$ cat src/rtl/systolic_mm_scheduler_pkg.sv
// ---------------------------------------------------------------------------
// systolic_pkg
// Shared definitions for the systolic matrix-multiply job controller:
//   - state_t          : controller state encoding
//   - SYS_N / SYS_W    : default array dimension and element width
//   - FEED_CYCLES      : length of the skewed operand feed (2N-1)
//   - DRAIN_CYCLES     : cycles for the last products to reach the far PE (N-1)
//   - CNT_W            : width of the step counter, clog2(2N)
//   - elem_lsb()       : bit offset of element (row,col) in a row-major flat
//                        matrix; the array wrapper uses the same packing
// ---------------------------------------------------------------------------
package systolic_pkg;

    typedef enum logic [2:0] {
        IDLE    = 3'd0,
        CLEAR   = 3'd1,
        FEED    = 3'd2,
        DRAIN   = 3'd3,
        CAPTURE = 3'd4,
        DONE    = 3'd5
    } state_t;

    localparam int SYS_N = 3;
    localparam int SYS_W = 8;

    function automatic int feed_cycles(input int n);
        return 2 * n - 1;
    endfunction

    function automatic int drain_cycles(input int n);
        return n - 1;
    endfunction

    function automatic int cnt_w(input int n);
        return $clog2(2 * n);
    endfunction

    localparam int FEED_CYCLES  = feed_cycles(SYS_N);
    localparam int DRAIN_CYCLES = drain_cycles(SYS_N);
    localparam int CNT_W        = cnt_w(SYS_N);

    function automatic int elem_lsb(input int row, input int col,
                                    input int n, input int w);
        return (row * n + col) * w;
    endfunction

endpackage

$ cat src/rtl/systolic_skew_mux.sv
// ---------------------------------------------------------------------------
// systolic_skew_mux
// Combinational diagonal skew of the latched operands for one feed step.
//   step     : feed step s (0 .. 2N-2)
//   a_mat    : latched matrix A, element (i,k) at [(i*N+k)*W +: W]
//   b_mat    : latched matrix B, element (k,j) at [(k*N+j)*W +: W]
//   row_next : row i gets A[i][s-i] when 0 <= s-i < N, else 0
//   col_next : column j gets B[s-j][j] when 0 <= s-j < N, else 0
// The parent registers both outputs.
// ---------------------------------------------------------------------------
module systolic_skew_mux
    import systolic_pkg::*;
#(
    parameter int N     = SYS_N,
    parameter int W     = SYS_W,
    parameter int STEPW = cnt_w(N)
) (
    input  logic [STEPW-1:0] step,
    input  logic [N*N*W-1:0] a_mat,
    input  logic [N*N*W-1:0] b_mat,
    output logic [N*W-1:0]   row_next,
    output logic [N*W-1:0]   col_next
);

    // Row i lags row i-1 by one step, so row i sees element k = s-i; the
    // same skew on columns lines A[i][k] and B[k][j] up at PE (i,j).
    always_comb begin
        row_next = '0;
        col_next = '0;
        for (int i = 0; i < N; i++) begin
            int k;
            k = int'(step) - i;
            if (k >= 0 && k < N) begin
                row_next[i*W +: W] = a_mat[elem_lsb(i, k, N, W) +: W];
                col_next[i*W +: W] = b_mat[elem_lsb(k, i, N, W) +: W];
            end
        end
    end

endmodule

$ cat src/rtl/systolic_mm_scheduler.sv
// ---------------------------------------------------------------------------
// systolic_mm_scheduler
// Job controller for an NxN systolic MAC array: latches one operand pair,
// clears the accumulators, streams skewed rows/columns, waits for the
// pipeline to drain, captures the product and holds it until acknowledged.
//   clk, rst_n    : clock, synchronous active-low reset
//   start         : job request, operands sampled on the accepting edge
//   a_flat/b_flat : operand matrices, row-major flat packing
//   busy          : high from accept until the result is acknowledged
//   row_feed      : array row inputs, row i at [i*W +: W]
//   col_feed      : array column inputs, column j at [j*W +: W]
//   mac_clr       : synchronous accumulator clear to all PEs
//   c_flat        : PE accumulator outputs
//   result        : captured product C
//   result_valid  : result holds a completed job
//   result_ack    : consumer accepts result
// ---------------------------------------------------------------------------
module systolic_mm_scheduler
    import systolic_pkg::*;
#(
    parameter int N = SYS_N,
    parameter int W = SYS_W
) (
    input  logic             clk,
    input  logic             rst_n,
    input  logic             start,
    input  logic [N*N*W-1:0] a_flat,
    input  logic [N*N*W-1:0] b_flat,
    output logic             busy,
    output logic [N*W-1:0]   row_feed,
    output logic [N*W-1:0]   col_feed,
    output logic             mac_clr,
    input  logic [N*N*W-1:0] c_flat,
    output logic [N*N*W-1:0] result,
    output logic             result_valid,
    input  logic             result_ack
);

    localparam int            CW         = cnt_w(N);
    localparam logic [CW-1:0] FEED_LAST  = CW'(feed_cycles(N) - 1);
    localparam logic [CW-1:0] DRAIN_LAST = CW'(drain_cycles(N) - 1);

    state_t             state;
    logic [CW-1:0]      step;
    logic [N*N*W-1:0]   a_reg;
    logic [N*N*W-1:0]   b_reg;
    logic [CW-1:0]      mux_step;
    logic [N*W-1:0]     row_next;
    logic [N*W-1:0]     col_next;

    // Feeds are registered, so the mux looks one step ahead: from CLEAR it
    // prepares step 0, from FEED it prepares the step about to be entered.
    assign mux_step = (state == CLEAR) ? '0 : step + CW'(1);

    systolic_skew_mux #(
        .N     (N),
        .W     (W),
        .STEPW (CW)
    ) u_skew (
        .step     (mux_step),
        .a_mat    (a_reg),
        .b_mat    (b_reg),
        .row_next (row_next),
        .col_next (col_next)
    );

    // Single controller process: every output is loaded on the edge that
    // enters the state it belongs to, so outputs line up with the state.
    always_ff @(posedge clk) begin
        if (!rst_n) begin
            state        <= IDLE;
            step         <= '0;
            a_reg        <= '0;
            b_reg        <= '0;
            busy         <= 1'b0;
            mac_clr      <= 1'b0;
            row_feed     <= '0;
            col_feed     <= '0;
            result       <= '0;
            result_valid <= 1'b0;
        end else begin
            case (state)
                IDLE: begin
                    if (start) begin
                        a_reg   <= a_flat;
                        b_reg   <= b_flat;
                        busy    <= 1'b1;
                        mac_clr <= 1'b1;
                        state   <= CLEAR;
                    end
                end
                CLEAR: begin
                    mac_clr  <= 1'b0;
                    step     <= '0;
                    row_feed <= row_next;
                    col_feed <= col_next;
                    state    <= FEED;
                end
                FEED: begin
                    if (step == FEED_LAST) begin
                        step     <= '0;
                        row_feed <= '0;
                        col_feed <= '0;
                        state    <= DRAIN;
                    end else begin
                        step     <= step + CW'(1);
                        row_feed <= row_next;
                        col_feed <= col_next;
                    end
                end
                DRAIN: begin
                    if (step == DRAIN_LAST) begin
                        step  <= '0;
                        state <= CAPTURE;
                    end else begin
                        step <= step + CW'(1);
                    end
                end
                CAPTURE: begin
                    result       <= c_flat;
                    result_valid <= 1'b1;
                    state        <= DONE;
                end
                DONE: begin
                    // A start arriving with the ack chains the next job
                    // straight into CLEAR without visiting IDLE.
                    if (result_ack) begin
                        result_valid <= 1'b0;
                        if (start) begin
                            a_reg   <= a_flat;
                            b_reg   <= b_flat;
                            mac_clr <= 1'b1;
                            state   <= CLEAR;
                        end else begin
                            busy  <= 1'b0;
                            state <= IDLE;
                        end
                    end
                end
                default: begin
                    state <= IDLE;
                end
            endcase
        end
    end

endmodule

$ cat config.mk
export PLATFORM = sky130hd
export DESIGN_NAME = systolic_mm_scheduler
export DESIGN_NICKNAME = d
export VERILOG_FILES = /design/src/rtl/systolic_mm_scheduler_pkg.sv /design/src/rtl/systolic_skew_mux.sv /design/src/rtl/systolic_mm_scheduler.sv
export SDC_FILE = /design/constraint.sdc
export NUM_CORES = 1
export LEC_CHECK = 0
export CORE_AREA = 2 2 168 170
export CTS_CLUSTER_DIAMETER = 120
export DETAILED_ROUTE_END_ITERATION = 10
export DIE_AREA = 0 0 170 172
export PLACE_DENSITY_LB_ADDON = 0.1
export SLEW_MARGIN = 20
export SYNTH_ARGS = -nofsm -noshare
export SYNTH_HDL_FRONTEND = slang
export SYNTH_SLANG_ARGS = --single-unit
$ cat constraint.sdc
create_clock -name clk -period 12.7 [get_ports clk]
set_clock_uncertainty 0.15 [all_clocks]
set_input_delay 2.54 -clock clk [delete_from_list [all_inputs] [get_ports clk]]
set_output_delay 2.54 -clock clk [all_outputs]
set_load 0.1 [all_outputs]
* Yosys cells after proc, flatten, opt, wreduce, memory -nomap -nowiden
Index checks and enable logic that the tools add are counted.
** Storage, ports and cells
- Output and inout port bits :: 123
- Flip-flop bits (word level) :: 273
- Input bits :: 220
- Word-level logic and storage cells :: 93
** Cells by class
- $add $sub $neg :: 7
- Reduce and logical (&&, ||, !) cells :: 14
- Multiply operators :: 3
- Shift operators :: 6
- $lt $le $gt $ge :: 6
- Equal/unequal tests :: 12
- Muxes and demuxes :: 35
** Operators with widths (number)
- indexed part select 72 x 32 -> 8 bit :: 5
- two-way mux 72 bit :: 4
- one-hot mux 72 bit (2 select lines) :: 2
- one-hot mux 24 bit (2 select lines) :: 2
- indexed part select 72 x 7 -> 8 bit :: 1
- two-way mux 24 bit :: 2
- two-way mux 8 bit :: 6
- adder 29 x 2 -> 29 bit, second input constant :: 1
- adder 29 x 3 -> 29 bit, second input constant :: 1
- two-way mux 3 bit :: 7
- one-hot mux 3 bit (6 select lines) :: 1
- multiplier 4 x 3 -> 7 bit, second input constant :: 2
- != test 2 bit, second input constant :: 5
- equality test 3 bit, second input constant :: 3
- one-hot mux 3 bit (3 select lines) :: 1
- greater-or-equal comparator 4 x 1 -> 1 bit, second input constant :: 2
- less-than comparator 4 x 3 -> 1 bit, second input constant :: 2
- AND reduction 4 bit :: 2
- two-way mux 1 bit :: 7
- equality test 3 x 1 -> 1 bit, second input constant :: 2
- equality test 3 x 2 -> 1 bit, second input constant :: 2
- AND reduction 2 bit :: 3
- nonzero test 2 bit :: 3
- nonzero test 3 bit :: 2
- 12 further kinds :: 15

* Depth between registers and ports, before layout
Gate-level depths: netlist of run 1.
- Depth in word-level cells :: 9
- Mapped depth :: 18
- Mapped depth without buffers :: 15

* Modules after synthesis
A second synthesis of run 1 with hierarchy kept.
** Unflattened totals
- Cells, all modules :: 1604
- Area, all modules :: 13145.1 µm²
** By module, submodules not included
- systolic_mm_scheduler :: cells an instance 1213, area each 9582.9 µm², times used 1
- systolic_skew_mux :: cells an instance 391, area each 3562.2 µm², times used 1

* Least setup slack after synthesis of run 1
No wires, ideal clock.
- Path type :: register to register
- From :: register step[0]
- To :: register col_feed[15]
- Stages on the path, launching flop included :: 17
- Slack :: 8.197 ns
- Library setup time :: 0.070 ns
- Data arrival time :: 4.283 ns
- Data required time :: 12.480 ns
- Cell sequence :: dfxtp_1 > clkbuf_1 > inv_1 > ha_1 > inv_1 > nor2_1 > clkbuf_1 > nor2_1 > xnor2_1 > ha_1 > ha_1 > xnor2_1 > clkbuf_1 > mux2i_1 > mux4_2 > or2_2 > a21oi_1
** Between the ends
- Longest elaborated chain between the ends :: 9
- Elaborated cells between the ends (all ways) :: 13
- Those cells by class :: add/sub: 3; mul: 1; order compare: 2; eq/ne: 1; shift: 1; mux: 4; reduce/logical: 1
** RTL lines
- start, declared :: RTL line systolic_mm_scheduler.sv:44 : logic [CW-1:0] step;
- start signal, assigned :: RTL line systolic_mm_scheduler.sv:106 : step <= step + CW'(1);
- start signal, assigned :: RTL line systolic_mm_scheduler.sv:116 : step <= step + CW'(1);
- adder 3 x 1 -> 3 bit :: RTL line systolic_mm_scheduler.sv:53 : assign mux_step = (state == CLEAR) ? '0 : step + CW'(1);
- two-way mux 3 bit :: RTL line systolic_mm_scheduler.sv:53
- subtractor 3 x 1 -> 4 bit :: RTL line systolic_skew_mux.sv:32 : k = int'(step) - i;
- multiplier 4 x 3 -> 7 bit :: RTL line systolic_mm_scheduler_pkg.sv:44 : return (row * n + col) * w;
- adder 29 x 2 -> 29 bit :: RTL line systolic_mm_scheduler_pkg.sv:44
- indexed part select 72 x 32 -> 8 bit :: RTL line systolic_skew_mux.sv:35 : col_next[i*W +: W] = b_mat[elem_lsb(k, i, N, W) +: W];
- two-way mux 8 bit :: RTL line systolic_skew_mux.sv:33 : if (k >= 0 && k < N) begin
- two-way mux 24 bit :: RTL line systolic_mm_scheduler.sv:100 : if (step == FEED_LAST) begin
- one-hot mux 24 bit (2 select lines) (*) :: RTL line systolic_mm_scheduler.sv:82 : case (state)
- end signal, assigned :: RTL line systolic_mm_scheduler.sv:96 : col_feed <= col_next;
- end signal, assigned :: RTL line systolic_mm_scheduler.sv:108 : col_feed <= col_next;
- end, declared :: RTL line systolic_mm_scheduler.sv:31 : output logic [N*W-1:0] col_feed,
Every way passes the cells marked *; elsewhere a longest branch is shown, timed or not.
A chain may end at the register's enable or synchronous reset.

* Worst setup path after layout of run 1
- From :: register step[0]
- To :: register col_feed[12]
Same word-level chain as after synthesis.

==> reports/summary.txt, run 1 <==
Total GRT Usage: 24.9%
boundary pin count: 343
# DRC: 0
Syn Inst Count: 1442
final antenna-violating net count: 0
Mean Syn Cell Area: 8.45 um2
grt ovf: 0
n_diodes: 0
crit path DAT: 6.35 ns
Tmin final: 6.03 ns
critical path class: register to register
Final setup viols: 0
commonest non-fill, non-tap cell in the layout: nand2_1
initial antenna violation count: 0
crit-path max FO: 25
slowest cell delay on critical path: 0.97 ns
most frequent cells in the layout: nand2_1 (475), clkdlybuf4s50_1 (342), dfxtp_1 (273)
FF+latch count, synth: 273
max-cap viol count: 0
first-pass GRT wire length: 57.8 mm
fin crit share: 47.4%
Layout Cells excl Fill: 2084
RSZ-0062 raised after global routing: false
asr flop ratio synth: 0%
Initial Util: 44.4%
port bufs: 342
Hold Crit Class: register to register
relative slew slack: 25.3%
share of post-route cells with drive strength above 1: 8.00%
via count: 11400
H-tree depth: 1
WL final: 38.5 mm
Die Span Y: 172 um
Total Power: 4.06 mW
Netlist cell types: 63
Fin Setup TNS: 0 ns
yosys warns: 0
final net count: 1951
P&R area growth vs syn: 37.2%
power density cells: 242 nW/um2
Die X: 170 um
Hold Vio Cnt, Final: 0
clk sink count: 273
area of the core: 27500 um2
max-slew violations: 0
Required @ worst endpoint: 13.03 ns
Final HPWL DP: 27.5 mm
# Post-CTS Setup Buffers: 0
TritonCTS clock tree: done
total CTS buffers: 28
Post-Place Cells: 2032
delay-heaviest family, CP: adder cells
DR vias/cell: 5.48
run status: completed
LEAKAGE: 5.92 nW
largest net degree at the start of global routing: 126
Buf/Inv on CP: 4
VDD IR max: 139 uV
Syn Nets: 1677
most frequent CP cell: ha_1
Worst Tran Pin Value: 1.12 ns
later-pin clock latency in the skew report: 0.54 ns
synthesized cell area: 12200 um2
sequential area share after synthesis: 44.8%
global placer's final weighted congestion: 0.888
drt first pass iters: 6
Peak Freq: 166 MHz
Reg clk slew, reported paths: 0.06 ns
Final Core Density: 60.9%
Post-CTS Resized: 0
EDFF count, synth: 0
critical path startpoint category: register
Root Buffer: clkbuf_16
Post-CTS Hold Buffers: 0
Routed WL per cell: 18.5 um
CTS max path bufs: 3
ys flop type: dfxtp_1
Worst path slowest cell: ha_1
DIE AREA: 29200 um2
vias in the first global route: 10200
num rows: 61
Critical Path End Type: register
CP cell instances: inv_1 > ha_1 > inv_1 > nor2_1 > buf_4 > inv_1 > ha_1 > ha_1 > ha_1 > fa_1 > nand3_1 > a311o_1 > a221oi_1 > and2_1 > a32o_1
DR iter-0 viols: 1120
## worst paths after layout
kind              start            to  slack [ns]  cells after the start
min reg2reg  result[21]    result[21]        0.30                      2
max             step[0]  col_feed[12]        6.67                     15
max reg2reg     step[0]  col_feed[12]        6.67                     15
min          result[21]    result[21]        0.30                      2
## final cells by class
type	count	area [um2]
clock buffer	40	837
clock inverter	12	168
fill	2475	10700
inverter	16	65.1
multi-input combinational	1043	6250
sequential	273	5470
tap	346	433
timing repair buffer	354	3510
## power breakdown
group | switching [mW] | total, mW | internal (mW) | leakage, nW
Sequential | 0.146 | 1.14 | 0.994 | 2.22
Combinational | 1.28 | 2.03 | 0.758 | 3.20
Clock | 0.343 | 0.882 | 0.539 | 0.501
Total | 1.77 | 4.06 | 2.29 | 5.92
## per-layer routing
| layer | vias to the layer above | global-route usage [%] | share of wire (%) |
|---|---|---|---|
| met5 | - | 0 | 0 |
| met4 | 0 | 5.95 | 2.0 |
| met3 | 51 | 5.38 | 8.6 |
| met2 | 454 | 40.0 | 45 |
| met1 | 5371 | 34.6 | 44 |
| li1 | 5554 | - | - |
## kinds of logic (layout without fill, tap and decap cells)
family / after synthesis / in the layout / share of synthesized area, %
buffers and inverters: 126 / 422 / 4.18
flip-flops: 273 / 273 / 44.8
AND/OR/NAND/NOR: 580 / 580 / 19.6
multiplexers: 76 / 76 / 11.7
XOR/XNOR: 7 / 7 / 0.503
adder cells (fa/ha/maj): 15 / 15 / 1.60
AO/OA/AOI/OAI: 365 / 365 / 17.6
## Yosys cell counts (13+ instances only)
cell type    n  area (um2)
a21oi_1    253        1270
a22oi_1     16         120
and3_1      19         119
buf_1       13        48.8
clkbuf_1    81         304
dfxtp_1    273        5470
ha_1        14         175
inv_1       15        56.3
mux4_2      52        1170
nand2_1    477        1790
nand3_1     15        75.1
nor2_1      23        86.3
o21ai_0     23         115
## per-stage QoR
stage          hold WS (ns)  cell area [um2]  setup slack, ns
5_1_grt               0.320            16700             6.27
3_5_place_dp          0.295            15700             6.76
4_1_cts               0.304            16700             6.75
6_report              0.302            16700             6.67
3_3_place_gp          0.290            15700             6.97
2_1_floorplan         0.292            12200             8.20
## worst register-to-register path: stages, from the launching register on
cell and delay (ns):
dfxtp_1 0.53, inv_1 0.24, ha_1 0.63, inv_1 0.24, nor2_1 0.15, buf_4 0.24, inv_1 0.21, ha_1 0.97
ha_1 0.38, ha_1 0.19, fa_1 0.57, nand3_1 0.16, a311o_1 0.35, a221oi_1 0.38, and2_1 0.34, a32o_1 0.22
Note: power is estimated with default switching activity, not from simulation.
==> inputs of run 2 (changes only) <==
clock period = 5.93 ns   (was 12.7 ns; I/O delays follow)
==> run 2 against run 1 <==
Hold slack about the same. Clock power increased by 110%. Global-route usage about the same. Via count decreased by 0.25%. Clock-buffer cell count decreased by 3. First-iteration DRC count decreased by 15%. Combinational power increased by 110%. Largest cell class unchanged. Sequential cell count unchanged. Total power increased by 110%. Sequential share of layout area about the same. Final cell count about the same. Critical endpoint unchanged.
==> reports/summary.txt, run 2 (same netlist as run 1, synthesis figures left out) <==
# DRC: 0
Final WS setup: 0.707 ns
Peak Freq: 191 MHz
DR vias/cell: 5.47
met2 wire len: 17.4 mm
TritonCTS clock tree: done
most frequent cells in the layout: nand2_1 (475), clkdlybuf4s50_1 (342), dfxtp_1 (273)
Critical Path End Type: register
DR iter-0 viols: 947
initial antenna violation count: 0
power density cells: 517 nW/um2
Initial Util: 44.4%
later-pin clock latency in the skew report: 0.56 ns
final antenna-violating net count: 0
dpl ws: 0.790 ns
vias in the first global route: 10300
Layout Cells excl Fill: 2085
area of the core: 27500 um2
final hold slack: 0.302 ns
Post-CTS Resized: 0
Final HPWL DP: 28.0 mm
CTS max path bufs: 3
H-tree depth: 1
fin area: 16700 um2
relative slew slack: 26.0%
LEAKAGE: 5.92 nW
# Post-CTS Setup Buffers: 0
n_diodes: 0
num rows: 61
Die Span Y: 172 um
first-pass GRT wire length: 57.7 mm
VDD IR max: 352 uV
final net count: 1955
hold path depth: 2
Total GRT Usage: 25.0%
Hold Vio Cnt, Final: 0
DIE AREA: 29200 um2
run status: completed
max-cap viol count: 0
Die X: 170 um
Area after DPL: 15800 um2
via count: 11400
critical path class: register to register
DR WL met3: 3.00 mm
grt ovf: 0
drt first pass iters: 5
reg2reg path depth: 17
total CTS buffers: 29
crit path DAT: 5.56 ns
Final Core Density: 60.9%
Final setup viols: 0
Post-Place Cells: 2035
Hold Crit Class: register to register
share of post-route cells with drive strength above 1: 8.11%
Metal-1 WL: 17.0 mm
P&R area growth vs syn: 37.3%
Fin Setup TNS: 0 ns
global placer's final weighted congestion: 0.946
WL final: 38.4 mm
Tmin final: 5.22 ns
Worst Tran Pin Value: 1.11 ns
Total Power: 8.65 mW
port bufs: 342
largest net degree at the start of global routing: 141
commonest non-fill, non-tap cell in the layout: nand2_1
boundary pin count: 343
Reg clk slew, reported paths: 0.06 ns
Post-CTS Hold Buffers: 0
Required @ worst endpoint: 6.27 ns
critical path startpoint category: register
RSZ-0062 raised after global routing: false
clk sink count: 273
Routed WL per cell: 18.4 um
crit-path max FO: 15
DR top layer: met4
fin crit share: 88.1%
max-slew violations: 0
Root Buffer: clkbuf_16
[run 2: cell count changes in the layout (fill, tap and decap cells not counted), sizes merged]
| cell | change |
|---|---|
| clkbuf | -3 |
| clkinv | -1 |
| buf | +3 |
| bufinv | -1 |
| clkinvlp | +3 |
[run 2: per-layer routing]
layer | GRT usage, % | vias to the layer above
met1 | 35.2 | 5293
met4 | 7.21 | 0
met3 | 4.39 | 68
met2 | 39.5 | 483
li1 | - | 5557
met5 | 0 | -
[run 2: area by class of cell]
type | instances | area [um2]
fill | 2461 | 10700
multi-input combinational | 1043 | 6250
sequential | 273 | 5470
timing repair buffer | 357 | 3550
clock buffer | 37 | 816
tap | 346 | 433
clock inverter | 13 | 170
inverter | 16 | 65.1
[run 2: where the power goes]
part / internal (mW) / leakage, nW / switching, mW
logic: 1.64 / 3.22 / 2.71
registers: 2.13 / 2.22 / 0.318
clock network: 1.10 / 0.479 / 0.756
total: 4.87 / 5.92 / 3.79
[run 2: final timing paths]
kind                                 start           end  slack [ns]
worst max-delay path               step[0]  col_feed[12]        0.71
worst min-delay path            result[15]    result[15]        0.30
worst max register to register     step[0]  col_feed[12]        0.71
worst min register to register  result[15]    result[15]        0.30
[run 2: critical path: stages (launching register included)]
cell	delay, ns
dfxtp_1	0.55
inv_1	0.24
ha_1	0.34
buf_4	0.18
inv_1	0.18
nor2_1	0.07
buf_4	0.22
inv_1	0.28
ha_1	0.36
inv_1	0.15
nor2_1	0.13
ha_1	0.26
fa_1	0.60
nand3_1	0.15
a311o_1	0.34
a221oi_1	0.42
and2_1	0.33
a32o_1	0.20
==> inputs of run 3 (changes only) <==
CORE_AREA = 2 2 170 172   (was 2 2 168 170)
DIE_AREA = 0 0 172 174   (was 0 0 170 172)
PLACE_DENSITY = 0.87   (was unset)
PLACE_DENSITY_LB_ADDON = unset   (was 0.1)
clock period = 4.78 ns   (was 5.93 ns; I/O delays follow)
==> run 3 against run 2 <==
Die area grew 2.4%. Worst setup slack lost 0.32 ns. Combinational power grew 27%. Total power grew 24%. Critical path type unchanged. Largest cell class unchanged.
==> reports/summary.txt, run 3 (same netlist as run 1, synthesis figures left out) <==
Initial Util: 43.2%
max-slew violations: 0
largest net degree at the start of global routing: 246
H-tree depth: 1
hold path depth: 2
later-pin clock latency in the skew report: 0.56 ns
n_diodes: 0
LEAKAGE: 5.93 nW
worst hold endpoint: result[32]
setup slack, reg-to-reg: 0.39 ns
run status: completed
Routed WL per cell: 19.4 um
Die Span Y: 174 um
critical path class: register to register
drt first pass iters: 7
TritonCTS clock tree: done
Peak Freq: 228 MHz
slowest cell delay on critical path: 0.58 ns
Fin Setup TNS: 0 ns
Required @ worst endpoint: 5.11 ns
# DRC: 0
Total GRT Usage: 26.5%
fin crit share: 91.9%
Post-CTS Hold Buffers: 0
most frequent CP cell: ha_1
Post-CTS Resized: 0
Hold Vio Cnt, Final: 0
DIE AREA: 29900 um2
Worst Tran Pin Value: 1.15 ns
Layout Cells excl Fill: 2131
delay-heaviest family, CP: adder cells
Worst path slowest cell: fa_1
final antenna-violating net count: 0
clk sink count: 273
boundary pin count: 343
Post-Place Cells: 2081
CTS max path bufs: 3
critical path startpoint category: register
reg2reg path depth: 14
Hold Crit Class: register to register
global placer's final weighted congestion: 0.952
Critical Path End Type: register
Root Buffer: clkbuf_16
RR Startpoint: step[0]
final net count: 1962
total CTS buffers: 28
Reg clk slew, reported paths: 0.07 ns
VDD IR max: 518 uV
area of the core: 28200 um2
first-pass GRT wire length: 62.4 mm
WL final: 41.3 mm
Final setup viols: 0
initial antenna violation count: 2
Tmin final: 4.39 ns
DR vias/cell: 5.60
relative slew slack: 23.5%
Final Core Density: 59.4%
P&R area growth vs syn: 37.7%
RSZ-0062 raised after global routing: false
commonest non-fill, non-tap cell in the layout: nand2_1
Reg-to-Reg End: col_feed[14]
port bufs: 342
CP cell instances: inv_1 > ha_1 > inv_1 > nor2_1 > inv_1 > ha_1 > ha_1 > ha_1 > fa_1 > nand3_1 > a311o_1 > a221oi_1 > and2_1 > a32o_1
via count: 11900
max-cap viol count: 0
num rows: 62
min-delay src: result[32]
Die X: 172 um
vias in the first global route: 11400
# Post-CTS Setup Buffers: 0
share of post-route cells with drive strength above 1: 8.24%
grt ovf: 0
Total Power: 10.7 mW
Final HPWL DP: 30.0 mm
DR iter-0 viols: 1055
most frequent cells in the layout: nand2_1 (475), clkdlybuf4s50_1 (342), dfxtp_1 (273)
Buf/Inv on CP: 3
crit path DAT: 4.72 ns
crit-path max FO: 12
power density cells: 639 nW/um2
run 3: routing by layer:
metal | GRT usage, % | part of all wire [%] | up-vias
met1 | 32.5 | 38 | 5626
met5 | 0 | 0.056 | -
met3 | 5.26 | 9.5 | 107
met2 | 45.3 | 48 | 615
li1 | - | - | 5576
met4 | 11.1 | 4.1 | 4
run 3: final cells by class:
class / count / area, um2
clock inverter: 9 / 111
timing repair buffer: 365 / 3610
sequential: 273 / 5470
clock buffer: 41 / 810
tap: 384 / 480
fill: 2413 / 11500
inverter: 16 / 65.1
multi-input combinational: 1043 / 6250
run 3: how the worst max path moves through the flow:
stage | startpoint | endpoint | slack (ns) | cells after the start
detailed placement | step[0] | col_feed[14] | 0.48 | 15
global route | step[0] | col_feed[14] | 0.11 | 15
floorplan | step[0] | col_feed[15] | 0.28 | 16
global placement | step[0] | col_feed[14] | 0.61 | 14
CTS | step[0] | col_feed[14] | 0.45 | 15
finish | step[0] | col_feed[14] | 0.39 | 14
run 3: worst register-to-register path, delay by kind of cell, from the launching register on:
| kind | cells | cell delay [ns] |
|---|---|---|
| adders and majority gates | 5 | 1.67 |
| buffers and inverters | 3 | 0.70 |
| DFF | 1 | 0.31 |
| and+or+nand+nor | 3 | 0.58 |
| AOI/OAI and AO/OA | 3 | 0.92 |
run 3: through the flow:
step                area (um2)  setup slack, ns  hold WS [ns]
CTS                      16800            0.451         0.305
global route             16800            0.113         0.327
finish                   16800            0.387         0.303
floorplan                12200            0.277         0.292
detailed placement       15900            0.482         0.297
global placement         15900            0.614         0.291
run 3: power by group:
part           internal, mW  leakage, nW  total, mW  switching, mW
clock network          1.28        0.448       2.19          0.913
registers              2.64         2.22       3.01          0.371
logic                  2.06         3.26       5.52           3.45
